**src/rtl/wb_arb_pkg.sv**
```systemverilog
// Shared types for the write-back port arbiter: buffered long-latency entry and
// register-file geometry.
package wb_arb_pkg;
  localparam int REG_ADDR_W = 5;
  localparam int XLEN       = 32;
  localparam int NUM_REGS   = 1 << REG_ADDR_W;

  typedef struct packed {
    logic                  valid;
    logic [REG_ADDR_W-1:0] rd;
    logic [XLEN-1:0]       data;
  } entry_t;

  // An entry produces a register write only if it survived squashing and targets a real register.
  function automatic logic entry_live(entry_t e);
    return e.valid && (e.rd != '0);
  endfunction
endpackage

```
**src/rtl/wb_arb_fifo.sv**
```systemverilog
// Circular buffer for long-latency results with squash-by-destination and a
// pending-destination mask for the hazard unit.
module wb_arb_fifo
  import wb_arb_pkg::*;
#(
  parameter int DEPTH = 2
) (
  input  logic                  i_clk,
  input  logic                  i_rst,
  input  logic                  i_push,
  input  entry_t                i_push_ent,
  input  logic                  i_pop,
  input  logic                  i_squash,
  input  logic [REG_ADDR_W-1:0] i_squash_rd,
  output entry_t                o_head,
  output logic                  o_empty,
  output logic                  o_full,
  output logic [NUM_REGS-1:0]   o_pend_mask
);
  localparam int PW = $clog2(DEPTH);
  localparam logic [PW:0] LP_DEPTH = (PW+1)'(DEPTH);

  entry_t          r_mem [DEPTH];
  logic [PW-1:0]   r_head;
  logic [PW-1:0]   r_tail;
  logic [PW:0]     r_count;
  logic            w_push;
  logic            w_pop;
  logic [NUM_REGS-1:0] w_mask;

  assign o_empty = (r_count == '0);
  assign o_full  = (r_count == LP_DEPTH);
  assign w_push  = i_push && !o_full;
  assign w_pop   = i_pop && !o_empty;
  assign o_head  = r_mem[r_head];

  // Popped slots are invalidated so valid bits only ever mark occupied entries.
  always_ff @(posedge i_clk) begin
    if (i_rst) begin
      r_head  <= '0;
      r_tail  <= '0;
      r_count <= '0;
      for (int i = 0; i < DEPTH; i++) r_mem[i].valid <= 1'b0;
    end else begin
      for (int i = 0; i < DEPTH; i++)
        if (i_squash && r_mem[i].valid && (r_mem[i].rd == i_squash_rd))
          r_mem[i].valid <= 1'b0;
      if (w_pop) begin
        r_mem[r_head].valid <= 1'b0;
        r_head              <= r_head + 1'b1;
      end
      if (w_push) begin
        r_mem[r_tail] <= i_push_ent;
        r_tail        <= r_tail + 1'b1;
      end
      r_count <= r_count + (PW+1)'(w_push) - (PW+1)'(w_pop);
    end
  end

  always_comb begin
    w_mask = '0;
    for (int i = 0; i < DEPTH; i++)
      if (r_mem[i].valid) w_mask[r_mem[i].rd] = 1'b1;
    w_mask[0] = 1'b0;
  end

  assign o_pend_mask = w_mask;
endmodule

```
**src/rtl/wb_port_arbiter.sv**
```systemverilog
// Register-file write-port arbiter between the WB pipeline and a buffered
// long-latency unit. Optional starvation guard: WB_ARB_STARVE_GUARD_EN.
module wb_port_arbiter
  import wb_arb_pkg::*;
#(
  parameter int DEPTH      = 2,
  parameter int STARVE_MAX = 4
) (
  input  logic                  i_clk,
  input  logic                  i_rst,
  input  logic                  i_pipe_valid,
  input  logic [REG_ADDR_W-1:0] i_pipe_rd,
  input  logic [XLEN-1:0]       i_pipe_data,
  output logic                  o_pipe_stall,
  input  logic                  i_llu_valid,
  input  logic [REG_ADDR_W-1:0] i_llu_rd,
  input  logic [XLEN-1:0]       i_llu_data,
  output logic                  o_llu_ready,
  output logic                  o_rf_we,
  output logic [REG_ADDR_W-1:0] o_rf_rd,
  output logic [XLEN-1:0]       o_rf_wdata,
  output logic [NUM_REGS-1:0]   o_pend_mask
);
  entry_t w_head;
  entry_t w_push_ent;
  logic   w_empty, w_full;
  logic   w_pipe_req, w_head_live, w_head_dead;
  logic   w_force, w_grant_pipe, w_grant_buf, w_pop, w_push;

  logic                  r_we;
  logic [REG_ADDR_W-1:0] r_rd;
  logic [XLEN-1:0]       r_wdata;

  assign w_pipe_req  = i_pipe_valid && (i_pipe_rd != '0);
  assign w_head_live = !w_empty && entry_live(w_head);
  // Squashed or x0-bound heads leave without using the port, so they drain every cycle.
  assign w_head_dead = !w_empty && !entry_live(w_head);
  assign o_llu_ready = !w_full && !i_rst;
  assign w_push      = i_llu_valid && o_llu_ready;
  assign w_push_ent  = '{valid: 1'b1, rd: i_llu_rd, data: i_llu_data};

`ifdef WB_ARB_STARVE_GUARD_EN
  localparam int CW = $clog2(STARVE_MAX + 1);
  localparam logic [CW-1:0] LP_MAX = CW'(STARVE_MAX);

  logic [CW-1:0] r_cnt;
  logic [CW-1:0] w_cnt_nxt;
  logic          r_force;

  assign w_force = r_force && !w_empty;

  always_comb begin
    w_cnt_nxt = r_cnt;
    if (w_empty || w_grant_buf)
      w_cnt_nxt = '0;
    else if (w_grant_pipe && (r_cnt != LP_MAX))
      w_cnt_nxt = r_cnt + 1'b1;
  end

  always_ff @(posedge i_clk) begin
    if (i_rst) begin
      r_cnt   <= '0;
      r_force <= 1'b0;
    end else begin
      r_cnt <= w_cnt_nxt;
      if (r_force && (w_grant_buf || w_empty))
        r_force <= 1'b0;
      else if (w_cnt_nxt == LP_MAX)
        r_force <= 1'b1;
    end
  end
`else
  assign w_force = 1'b0;
`endif

  always_comb begin
    w_grant_pipe = 1'b0;
    w_grant_buf  = 1'b0;
    if (w_force)
      w_grant_buf = w_head_live;
    else if (w_pipe_req)
      w_grant_pipe = 1'b1;
    else
      w_grant_buf = w_head_live;
  end

  assign w_pop        = w_grant_buf || w_head_dead;
  assign o_pipe_stall = w_force && w_pipe_req;

  wb_arb_fifo #(.DEPTH(DEPTH)) u_fifo (
    .i_clk       (i_clk),
    .i_rst       (i_rst),
    .i_push      (w_push),
    .i_push_ent  (w_push_ent),
    .i_pop       (w_pop),
    .i_squash    (w_grant_pipe),
    .i_squash_rd (i_pipe_rd),
    .o_head      (w_head),
    .o_empty     (w_empty),
    .o_full      (w_full),
    .o_pend_mask (o_pend_mask)
  );

  always_ff @(posedge i_clk) begin
    if (i_rst) begin
      r_we    <= 1'b0;
      r_rd    <= '0;
      r_wdata <= '0;
    end else begin
      r_we <= w_grant_pipe || w_grant_buf;
      if (w_grant_pipe) begin
        r_rd    <= i_pipe_rd;
        r_wdata <= i_pipe_data;
      end else if (w_grant_buf) begin
        r_rd    <= w_head.rd;
        r_wdata <= w_head.data;
      end
    end
  end

  assign o_rf_we    = r_we;
  assign o_rf_rd    = r_rd;
  assign o_rf_wdata = r_wdata;
endmodule

```
**config.mk**
```make
export PLATFORM = sky130hd
export DESIGN_NAME = wb_port_arbiter
export DESIGN_NICKNAME = d
export VERILOG_FILES = /design/src/rtl/wb_arb_pkg.sv /design/src/rtl/wb_arb_fifo.sv /design/src/rtl/wb_port_arbiter.sv
export SDC_FILE = /design/constraint.sdc
export NUM_CORES = 1
export LEC_CHECK = 0
export ABC_AREA = 1
export CORE_ASPECT_RATIO = 1.1
export CORE_MARGIN = 2
export CORE_UTILIZATION = 40
export CTS_BUF_LIST = sky130_fd_sc_hd__clkbuf_16
export CTS_CLUSTER_SIZE = 25
export DETAILED_ROUTE_END_ITERATION = 10
export PLACE_DENSITY = 0.69
export SLEW_MARGIN = 0
export SYNTH_ARGS = -nofsm -noshare
export SYNTH_HDL_FRONTEND = slang
export SYNTH_SLANG_ARGS = --single-unit
```
**constraint.sdc**
```tcl
create_clock -name i_clk -period 5.9 [get_ports i_clk]
set_clock_uncertainty 0.1 [all_clocks]
set_input_delay 0.59 -clock i_clk [delete_from_list [all_inputs] [get_ports i_clk]]
set_output_delay 0.59 -clock i_clk [all_outputs]
set_load 0.01 [all_outputs]
```
### Yosys cells after proc, flatten, opt, wreduce, memory -nomap -nowiden

Memory sizes are Yosys's and may differ from the RTL's. A register that Yosys moved wholly into a read port is not among the register bits.
Index checks and enable logic that the tools add are counted.
W data, S select, Z words.

| storage, ports and cells | value |
|---|---|
| word-level logic and storage cells | 75 |
| flip-flop bits (word level) | 42 |
| bits of input ports | 78 |
| bits in writable memories | 76 |
| output and inout bits | 72 |
| memories kept | 1 |

| cells by class | value |
|---|---|
| reduce and logical (&&, ||, !) cells | 24 |
| equal/unequal tests | 3 |
| muxes and demuxes | 30 |
| $add $sub $neg | 4 |
| bitwise gates (word level) | 3 |
| $lt $le $gt $ge | 4 |

Memories:

| memory | words | width | rd ports | clocked after Yosys merged registers in | wr ports | line | source |
|---|---|---|---|---|---|---|---|
| u_fifo.r_mem | 2 | 38 | 3 | 1 | 4 | wb_arb_fifo.sv:23 | `entry_t r_mem [DEPTH];` |

Operators with widths:

| cell | count |
|---|---|
| $mux W32 | 4 |
| $or A32 B32 Y32 | 1 |
| $mux W1 | 22 |
| $logic_and A1 B1 Y1 | 14 |
| $lt A5 B6 Y1 const B | 2 |
| $demux W1 S5 | 2 |
| $eq A5 B5 Y1 | 2 |
| $ge A5 B1 Y1 const B | 2 |
| $mux W5 | 2 |
| $reduce_bool A5 Y1 | 2 |
| $logic_not A1 Y1 | 4 |
| $add A1 B1 Y1 const B | 2 |
| $add A2 B1 Y2 | 1 |
| $eq A2 B2 Y1 const B | 1 |
| $logic_not A2 Y1 | 1 |
| $logic_or A1 B1 Y1 | 2 |
| $or A1 B1 Y1 | 2 |
| $reduce_bool A2 Y1 | 1 |
| $sub A2 B1 Y2 | 1 |

### Depth between registers and ports, before layout

| logic depth | value |
|---|---|
| word-level depth | 9 |
| depth in mapped cells | 14 |
| gate-level depth less buffers | 14 |

### Hierarchy

Synthesis repeated with hierarchy kept, for this count alone.

| unflattened totals | value |
|---|---|
| cell total of the unflattened synthesis | 700 |
| area total of the unflattened synthesis | 5,948.2 um2 |

By module, submodules not included:

| module | instances | cells each | sequential area each (um2) | area each (um2) |
|---|---|---|---|---|
| wb_arb_fifo | 1 | 318 | 2,382.3 | 3,706.1 |
| wb_port_arbiter | 1 | 382 | 760.7 | 2,242.2 |

### Worst setup path after synthesis

OpenSTA, ideal clock, no wires.

| timing path | value |
|---|---|
| kind | input-to-reg |
| start | input i_rst |
| end | memory u_fifo.r_mem[0][0] in the netlist's numbering (enable) |
| stages | 3 |
| path slack | 2,766 ps |
| path buffers | 0 |
| setup time | 433 ps |
| required time | 5,367 ps |
| arrival time | 2,601 ps |
| path through | a21oi_1 > nand2_1 > nor2_1 |

RTL lines:

| element | line | source |
|---|---|---|
| start, declared | wb_port_arbiter.sv:10 | `input logic i_rst,` |
| end, declared | wb_arb_fifo.sv:23 |  |

==> run_results.csv <==
group,metric,value,unit
cells_and_area,utilization,0.555,
min_path,hp-class,"flip-flop to flip-flop",
cells_and_area,layout.nets,946,
global_routing,grt_pass1_wl,24.2,mm
clock_tree,clock_path_buffers,2,
yosys,synth_edf_count,74,
global_routing,grt_max_degree,79,
yosys,synth_ff_type,"edfxtp_1",
timing,worstMarginPinSlew,1.00,ns
timing,hold_viol_final,0,
detailed_routing,firstDrtPassIters,5,
yosys,syn_avg_cell_area,7.92,um2
yosys,ys_ff_latch,119,
worst_setup_path,critPathSlowestCell,"nor3_1",
pwr,peakVddDrop,0.184,mV
timing,layout_min_cycle_time,3.29,ns
detailed_routing,drc,0,
cells_and_area,layout-drive-gt1-share,0.0603,
yosys,syn_inst,735,
run_status,status,"finished, final reports clean",
worst_setup_path,cpPeakStageDelay,0.81,ns
detailed_routing,viasPerCell,4.74,
worst_setup_path,startpoint_type,"flip-flop",
die,num_rows,46,
clock_tree,ctsHoldBuffers,0,
global_routing,grt_pass1_vias,4665,
die,die_area,0.0155,mm2
worst_setup_path,cp_max_fo,8,
yosys,synth_cell_types,30,
timing,slew_violations,0,
die,io_pins,150,
worst_setup_path,crit_family,"simple AND/OR/NAND/NOR gates",
cells_and_area,diodes,0,
global_routing,grt_antenna_before_repair,0,
placement,placed_area,0.00737,mm2
timing,slew_headroom,0.327,
clock_tree,cts_resized,0,
cells_and_area,final_cell_mix,"293 x nand2_1, 147 x clkdlybuf4s50_1, 74 x edfxtp_1",
global_routing,overflow,0,
worst_setup_path,crit_required,5.21,ns
worst_setup_path,critPathKind,"flip-flop to primary output",
worst_setup_path,worst_setup_path_end_kind,"primary output",
worst_setup_path,crit_chain,"inv_1, nor3_1, nand2_1, o21ai_0, clkdlybuf4s50_1",
placement,dp_worst_setup_slack,2.62,ns
cells_and_area,num-fill-cells,1291,
placement,dp.cells,1039,
placement,routabilityCongestion,0.870,
pwr,leakagePower,3.32,nW
timing,finalSetupViolCount,0,
pwr,power.total,2.84,mW
yosys,synth_seq_area_share,0.537,
clock_tree,cts_made_buffers,17,
cells_and_area,layout_commonest_cell,"nand2_1",
yosys,synth_area,0.00582,mm2
timing,worst_slack,2.61,ns
placement,port_buffers,147,
yosys,synthArstFlopShare,0,
die,die_h,130,um
die,initial_utilization,0.406,
global_routing,met3_usage,0.0525,
global_routing,use_met1,0.249,
timing,timing.fmax,304,MHz
timing,min_period_over_period,0.558,
clock_tree,cts_tree,"yes",
pwr,powerDensity,357,mW/mm2
detailed_routing,drt_iter0_markers,504,
cells_and_area,final_cells,1071,
timing,setup-tns-final,0,ns
flow_run,drv_cap,0,
detailed_routing,ant_nets,0,
die,fp.dieW,119,um
placement,dpl.hpwl,9.77,mm
clock_tree,clock-root-buffer,"clkbuf_16",
worst_setup_path,cp.arrival,2.60,ns
clock_tree,insertion_delay,0.41,ns
cells_and_area,syn_to_final_growth,36.7,%
timing,rsz0062_at_grt,"no",
clock_tree,clock_sinks,119,
die,core_area,0.0143,mm2
clock_tree,clk_pin_slew_worst_paths,0.05,ns
clock_tree,h-tree-depth,4,
clock_tree,post_cts_buffers,0,
global_routing,use_met2,0.332,
detailed_routing,drt-total-wl,15.0,mm
yosys,ys_warn_count,0,
detailed_routing,vias,5080,
timing,hold_ws,0.373,ns
detailed_routing,detail_route.wl_per_cell,14.0,um
global_routing,busiest_layer,"met2",
cells_and_area,fin_area,0.00795,mm2
global_routing,grt_usage,0.200,
worst_setup_path,worst-path-buf-inv,2,
[state kept, by name (all words and copies together) (netlist names), named ones only]
register and flops:
o_rf_rd 5, o_rf_wdata 32, o_rf_we 1, u_fifo.r_count 2, u_fifo.r_head 1, u_fifo.r_mem 76
u_fifo.r_tail 1
[logic make-up (layout without fill, tap and decap cells)]
group | count (synthesis) | count (layout) | synth area share
AO/OA/AOI/OAI | 84 | 84 | 0.0768
XOR/XNOR | 8 | 8 | 0.0120
adder cells (fa/ha/maj) | 2 | 2 | 0.00430
buffers and inverters | 106 | 249 | 0.0826
flip-flops | 119 | 119 | 0.537
other | 1 | 2 | 0.000645
AND/OR/NAND/NOR | 415 | 415 | 0.287
[path summary, 6_finish.rpt]
check                                     start  slack (ns)  cells after the start                            to
hold / removal     u_fifo.r_count[1]$_SDFF_PP0_        0.37                      1  u_fifo.r_count[1]$_SDFF_PP0_
setup / recovery  u_fifo.r_mem[0][32]$_DFFE_PP_        2.61                      5               o_pend_mask[11]
setup reg to reg                      flip-flop        2.71                     14  u_fifo.r_count[1]$_SDFF_PP0_
hold reg to reg    u_fifo.r_count[1]$_SDFF_PP0_        0.37                      1  u_fifo.r_count[1]$_SDFF_PP0_
[power breakdown]
part | switching [mW] | internal (mW)
sequential | 0.0962 | 0.991
clock | 0.362 | 0.656
combinational | 0.422 | 0.312
[cell type report]
class                   count  area [um2]  area share
clock buffers              17         425      0.0535
clock inverters            15         163      0.0204
flip-flops and latches    119        3120       0.393
repair buffers            152        1510       0.190
well taps                 192         240      0.0302
multi-input cells         511        2250       0.283
inverters                  65         244      0.0307
[Yosys cell counts (2+ instances only)]
| master | n | area, um2 |
|---|---|---|
| nand2_1 | 294 | 1100 |
| edfxtp_1 | 74 | 2220 |
| inv_1 | 62 | 233 |
| nand3_1 | 52 | 260 |
| nor2_1 | 48 | 180 |
| dfxtp_1 | 45 | 901 |
| a21oi_1 | 37 | 185 |
| o21ai_0 | 37 | 185 |
| clkbuf_1 | 18 | 67.6 |
| nor3_1 | 12 | 60.1 |
| buf_2 | 8 | 40.0 |
| a21oi_2 | 7 | 61.3 |
| buf_6 | 5 | 56.3 |
| xnor2_1 | 5 | 43.8 |
| buf_1 | 4 | 15.0 |
| buf_4 | 3 | 22.5 |
| o21ai_1 | 3 | 15.0 |
| xor2_1 | 3 | 26.3 |
| buf_8 | 2 | 30.0 |
| ha_1 | 2 | 25.0 |
| inv_2 | 2 | 7.51 |
| nand2_2 | 2 | 12.5 |
| nand3_2 | 2 | 20.0 |
| nand4_1 | 2 | 12.5 |
[layer usage]
| layer | wire (um) | up-vias |
|---|---|---|
| met5 | 0 | - |
| li1 | - | 2615 |
| met3 | 1070 | 26 |
| met1 | 6520 | 2250 |
| met4 | 284 | 0 |
| met2 | 7130 | 189 |
Note: power is estimated with default switching activity, not from simulation.
==> edit 1: new RTL, same settings <==
Build with the macro `WB_ARB_STARVE_GUARD_EN` defined.
--- a/src/rtl/wb_port_arbiter.sv
+++ b/src/rtl/wb_port_arbiter.sv
@@ -1,5 +1,7 @@
 // Register-file write-port arbiter between the WB pipeline and a buffered
 // long-latency unit. Optional starvation guard: WB_ARB_STARVE_GUARD_EN.
+`define WB_ARB_STARVE_GUARD_EN
+
 module wb_port_arbiter
   import wb_arb_pkg::*;
 #(
Formal check against the unedited RTL: not equivalent (a bounded check fails within 10 cycles, from zero or initial values and one cycle with i_rst high).
==> edit 1 against the unedited design <==
- wire length is 1.5% higher
- total power rose by 1.1%
- largest cell class unchanged
- sequential cell count increased by 4
- critical path type is now in -> reg
- die area is 1.9% lower
- largest power group is now the clock network
- area after synthesis shrank 2.0%
- via count is 0.85% higher
- final area decreased by 0.77%
- setup slack lost 0.28 ns
==> edit 1: results (changes against the unedited design) <==
stage,metric,value,unit,change
synthesis,Area contributors post-synth,"edfxtp_1 39%, nand2_1 18%, dfxtp_1 17%, o21ai_0 4.7%, nor3_1 4.5%",,
placement,hpwl dp,10750,um,+10%
global_routing,vias in the first global route,5013,,+7.5%
floorplanning,Core ar.,13850,um2,-3.4%
placement,Placed Area,7243,um2,-1.7%
critical_path,worst reg2reg path depth,10,,-4
timing,Hold Slack,0.3691,ns,-0.004102 ns
synthesis,Syn Inst Count,689,,-6.3%
synthesis,top post-synthesis cells by count,"275 x nand2_1, 74 x edfxtp_1, 55 x nor2_1, 54 x o21ai_0, 51 x nor3_1",,
final_layout,share of cells above drive strength 1,5.150,%,-0.88 points
final_layout,number of non-clock buffers in the layout,150,,-1.3%
critical_path,CP max FO,41,,+33
worst_hold_path,critical hold path startpoint,r_force$_SDFFE_PP0N_,,
synthesis,post-synthesis sequential area ratio,56.18,%,+2.5 points
power_and_ir_drop,Int Pwr,0.002036,W,+3.9%
final_layout,Multi-Input Combinational,501,,-2.0%
final_layout,register fraction of the total cell area,40.58,%,+1.3 points
critical_path,largest delay contributor family on the critical path,buffers and inverters,,
critical_path,Critical-path top delay cell,inv_2,,
placement,Final GP Congestion,0.8879,,+2.1%
run_status,status,completed,,
power_and_ir_drop,Sw Pwr,0.0008355,W,-5.1%
worst_hold_path,WHS Path Cells,2,,+1
final_layout,Seq cells,123,,+3.4%
final_layout,area of the multi-input gates,2200,um2,-2.2%
critical_path,R2R Path End,o_rf_wdata[1]$_SDFFE_PP0P_,,
placement,placed cells,991,,-4.6%
final_layout,fill count,1245,,-3.6%
critical_path,biggest cell delay along the critical path,0.79,ns,-0.02 ns
synthesis,Unique masters post-synth,25,,-17%
worst_hold_path,Hold Path Sink,r_force$_SDFFE_PP0N_,,
global_routing,first-pass GRT wire length,24430,um,+0.91%
power_and_ir_drop,leakage power,3.152,nW,-5.0%
timing,FMAX,279.5,MHz,-7.9%
placement,Setup WS pre-CTS,1.918,ns,-0.6990 ns
critical_path,worst setup path start,i_pipe_rd[2],,
route,Initial DRC Count,461,,-8.5%
final_layout,Signal buf overhead,18.96,%,about the same
route,Vias,5123,,+0.85%
power_and_ir_drop,combinational logic power,0.000677,W,-7.6%
critical_path,Crit Path Category,in -> reg,,
placement,Port Buffer Count,148,,+0.68%
synthesis,Post-synth EDFFs,74,,unchanged
-- edit 1: changes by cell type after synthesis, moves of 17 or more --
| cell | before | now |
|---|---|---|
| nor3_1 | 12 | 51 |
| inv_1 | 62 | 26 |
| nand3_1 | 52 | 17 |
| a21oi_1 | 37 | 5 |
| nand2_1 | 294 | 275 |
| o21ai_1 | 3 | 21 |
| o21ai_0 | 37 | 54 |
-- edit 1: layer usage --
metal | global-route usage, % | vias to the layer above | routed length, um
met5 | 0 | - | 0
met4 | 11.48 | 0 | 568
met3 | 3.653 | 41 | 870
met2 | 35.98 | 232 | 7503
met1 | 23.18 | 2315 | 6294
li1 | - | 2535 | -
-- edit 1: logic make-up (layout without fill, tap and decap cells) --
group,count (synthesis),in the layout,share of synthesized area [%]
AOI/OAI and AO/OA,81,81,7.132
and+or+nand+nor,405,405,28.70
other,1,1,0.06577
xor gates and xnor gates,10,10,1.536
buffers and inverters,65,211,5.508
adders and majority gates,4,4,0.8778
DFF,123,123,56.18
==> edit 2: new RTL, same flow settings <==
Without the edit above. `DEPTH` is set to 2 in 2 places; all go to 4.
--- a/src/rtl/wb_arb_fifo.sv
+++ b/src/rtl/wb_arb_fifo.sv
@@ -3,7 +3,7 @@
 module wb_arb_fifo
   import wb_arb_pkg::*;
 #(
-  parameter int DEPTH = 2
+  parameter int DEPTH = 4
 ) (
   input  logic                  i_clk,
   input  logic                  i_rst,
--- a/src/rtl/wb_port_arbiter.sv
+++ b/src/rtl/wb_port_arbiter.sv
@@ -3,7 +3,7 @@
 module wb_port_arbiter
   import wb_arb_pkg::*;
 #(
-  parameter int DEPTH      = 2,
+  parameter int DEPTH      = 4,
   parameter int STARVE_MAX = 4
 ) (
   input  logic                  i_clk,
Behaviour: not the same (a bounded check fails within 4 cycles, from zero or initial values and one cycle with i_rst high).
==> edit 2 against the unedited design <==
- critical endpoint is now u_fifo.r_count[2]$_SDFF_PP0_
- first-iteration DRC count up 39%
- final area grew 47%
- wire length up 70%
- largest cell class unchanged
- cell count up 32%
- register-to-register slack got worse by 0.08 ns
- area after synthesis grew 62%
- setup slack worse by 0.29 ns
- die area up 60%
- sequential cell count increased by 80
- total power increased by 54%
- highest routed layer unchanged
==> edit 2: results (changes against the unedited design) <==
stage,metric,value,unit,change
global_routing,initial antenna violation count,0,,unchanged
power_and_ir_drop,clock power share,28.5,%,-7.4 points
global_routing,gr usage total,20.42,%,+0.39 points
final_layout,most flop-heavy register,u_fifo.r_mem,,
clocking,CTS Buf Count,17,,unchanged
clocking,CTS max path bufs,2,,unchanged
synthesis,top_reg_cell synth,edfxtp_1,,
power_and_ir_drop,combinational logic power,0.00140,W,+91%
global_routing,largest net degree at the start of global routing,75,,-5.1%
synthesis,Area contributors post-synth,"edfxtp_1 47%, dfxtp_1 11%, nand2_1 7.5%, nor2_1 6.0%, o21ai_0 3.9%",,
final_layout,fill count,2065,,+60%
critical_path,CP max FO,45,,+37
critical_path,CP Capture Point,u_fifo.r_count[2]$_SDFF_PP0_,,
clocking,setup bufs post-CTS,0,,unchanged
critical_path,Critical-path top delay cell,clkdlybuf4s50_1,,
placement,Port Buffer Count,147,,unchanged
route,DRT Wirelength,25510,um,+70%
final_layout,share of cells above drive strength 1,4.595,%,-1.4 points
clocking,worst-skew pair later-pin latency,0.43,ns,+0.02 ns
final_layout,Diodes inserted,0,,unchanged
timing,worst slew pin tran,0.8319,ns,-0.1692 ns
synthesis,Unique masters post-synth,30,,unchanged
global_routing,first-pass GRT wire length,39110,um,+62%
final_layout,Nets,1186,,+25%
clocking,CTS root buf,clkbuf_16,,
critical_path,worst reg2reg path depth,18,,+4
synthesis,post-synthesis sequential area ratio,58.05,%,+4.4 points
final_layout,max reg flops,152,,+100%
route,first drt pass iteration count,5,,unchanged
power_and_ir_drop,leakage power,4.306,nW,+30%
power_and_ir_drop,VDD IR max,0.2624,mV,+42%
run_status,status,completed,,
power_and_ir_drop,Int Pwr,0.002904,W,+48%
clocking,post-CTS sizing,0,,unchanged
critical_path,worst setup path start,i_pipe_rd[2],,
global_routing,vias in the first global route,7297,,+56%
route,Initial DRC Count,700,,+39%
critical_path,biggest cell delay along the critical path,0.66,ns,-0.15 ns
clocking,clock transition at the registers of the reported paths,0.07,ns,+0.02 ns
placement,hpwl dp,16470,um,+69%
synthesis,ys async rst share,0,%,unchanged
synthesis,top post-synthesis cells by count,"189 x nand2_1, 150 x nor2_1, 148 x edfxtp_1, 73 x o21ai_0, 53 x inv_1",,
synthesis,Post-synth EDFFs,148,,+100%
critical_path,register-to-register setup slack,2.63,ns,-0.08 ns
clocking,H-Tree Depth,4,,unchanged
route,Vias,7546,,+49%
synthesis,yosys warns,0,,unchanged
worst_hold_path,worst hold path type,reg -> reg,,
placement,Final GP Congestion,0.9171,,+5.4%
critical_path,CP arrival,3.85,ns,+1.25 ns
## edit 2: cell types whose count changed in the layout (fill, tap and decap cells not counted), sizes merged, moves of 30 or more
| cell | before | now |
|---|---|---|
| o21ai | 40 | 75 |
| nand2 | 296 | 191 |
| o221ai | 0 | 30 |
| o22ai | 0 | 33 |
| nand3b | 1 | 42 |
| edfxtp | 74 | 148 |
| nor2 | 49 | 150 |
| a21oi | 44 | 7 |
## edit 2: logic make-up after synthesis
group / Yosys count / share of synthesized area [%]
compound gates: 178 / 12.35
xor+xnor: 21 / 1.954
fa+ha+maj: 11 / 1.542
buf+inv: 117 / 5.396
flops: 199 / 58.05
other cells: 1 / 0.03983
simple gates: 451 / 20.67
## edit 2: cell type report
class	count	area share [%]
sequential	199	46.72
multi-input combinational	663	29.44
timing repair buffer	158	13.28
clock buffer	17	3.636
tap	300	3.208
inverter	58	1.861
clock inverter	15	1.850
## edit 2: how the worst min path moves through the flow
| stage | from | end | slack, ns | cells past startpoint |
|---|---|---|---|---|
| 6_report | u_fifo.r_tail[1]$_SDFFE_PP0P_ | u_fifo.r_tail[1]$_SDFFE_PP0P_ | 0.44 | 2 |
| 5_1_grt | o_rf_wdata[0]$_SDFFE_PP0P_ | o_rf_wdata[0]$_SDFFE_PP0P_ | 0.50 | 3 |
| 4_1_cts | u_fifo.r_tail[1]$_SDFFE_PP0P_ | u_fifo.r_tail[1]$_SDFFE_PP0P_ | 0.44 | 2 |
| 3_5_place_dp | u_fifo.r_tail[1]$_SDFFE_PP0P_ | u_fifo.r_tail[1]$_SDFFE_PP0P_ | 0.43 | 2 |
| 3_3_place_gp | u_fifo.r_tail[1]$_SDFFE_PP0P_ | u_fifo.r_tail[1]$_SDFFE_PP0P_ | 0.42 | 2 |
| 2_1_floorplan | u_fifo.r_tail[1]$_SDFFE_PP0P_ | u_fifo.r_tail[1]$_SDFFE_PP0P_ | 0.39 | 2 |
## edit 2: layer usage
| layer | wire length (um) | vias up | track usage, % |
|---|---|---|---|
| li1 | - | 3654 | - |
| met1 | 10920 | 3580 | 26.00 |
| met2 | 12650 | 279 | 35.02 |
| met3 | 1464 | 33 | 3.591 |
| met4 | 485 | 0 | 6.990 |
| met5 | 0 | - | 0 |
## edit 2: through the flow
step                worst slack (ns)  util, %  std cells  instance area, um2  total power [W]
floorplan                      3.256        -        979                9418         0.002690
global placement               1.991    48.07       1378               11060         0.003135
detailed placement             1.898    48.07       1378               11060         0.003162
CTS                            2.350    50.86       1410               11700         0.004404
global route                   1.955    50.86       1410               11700         0.004629
finish                         2.314    50.86       1410               11700         0.004378
## edit 2: worst max-delay path: cells and delay by family
kind	cells	cell delay, ns
buffers and inverters	5	1.43
adders and majority gates	3	0.81
and+or+nand+nor	5	0.78
AOI/OAI and AO/OA	2	0.24
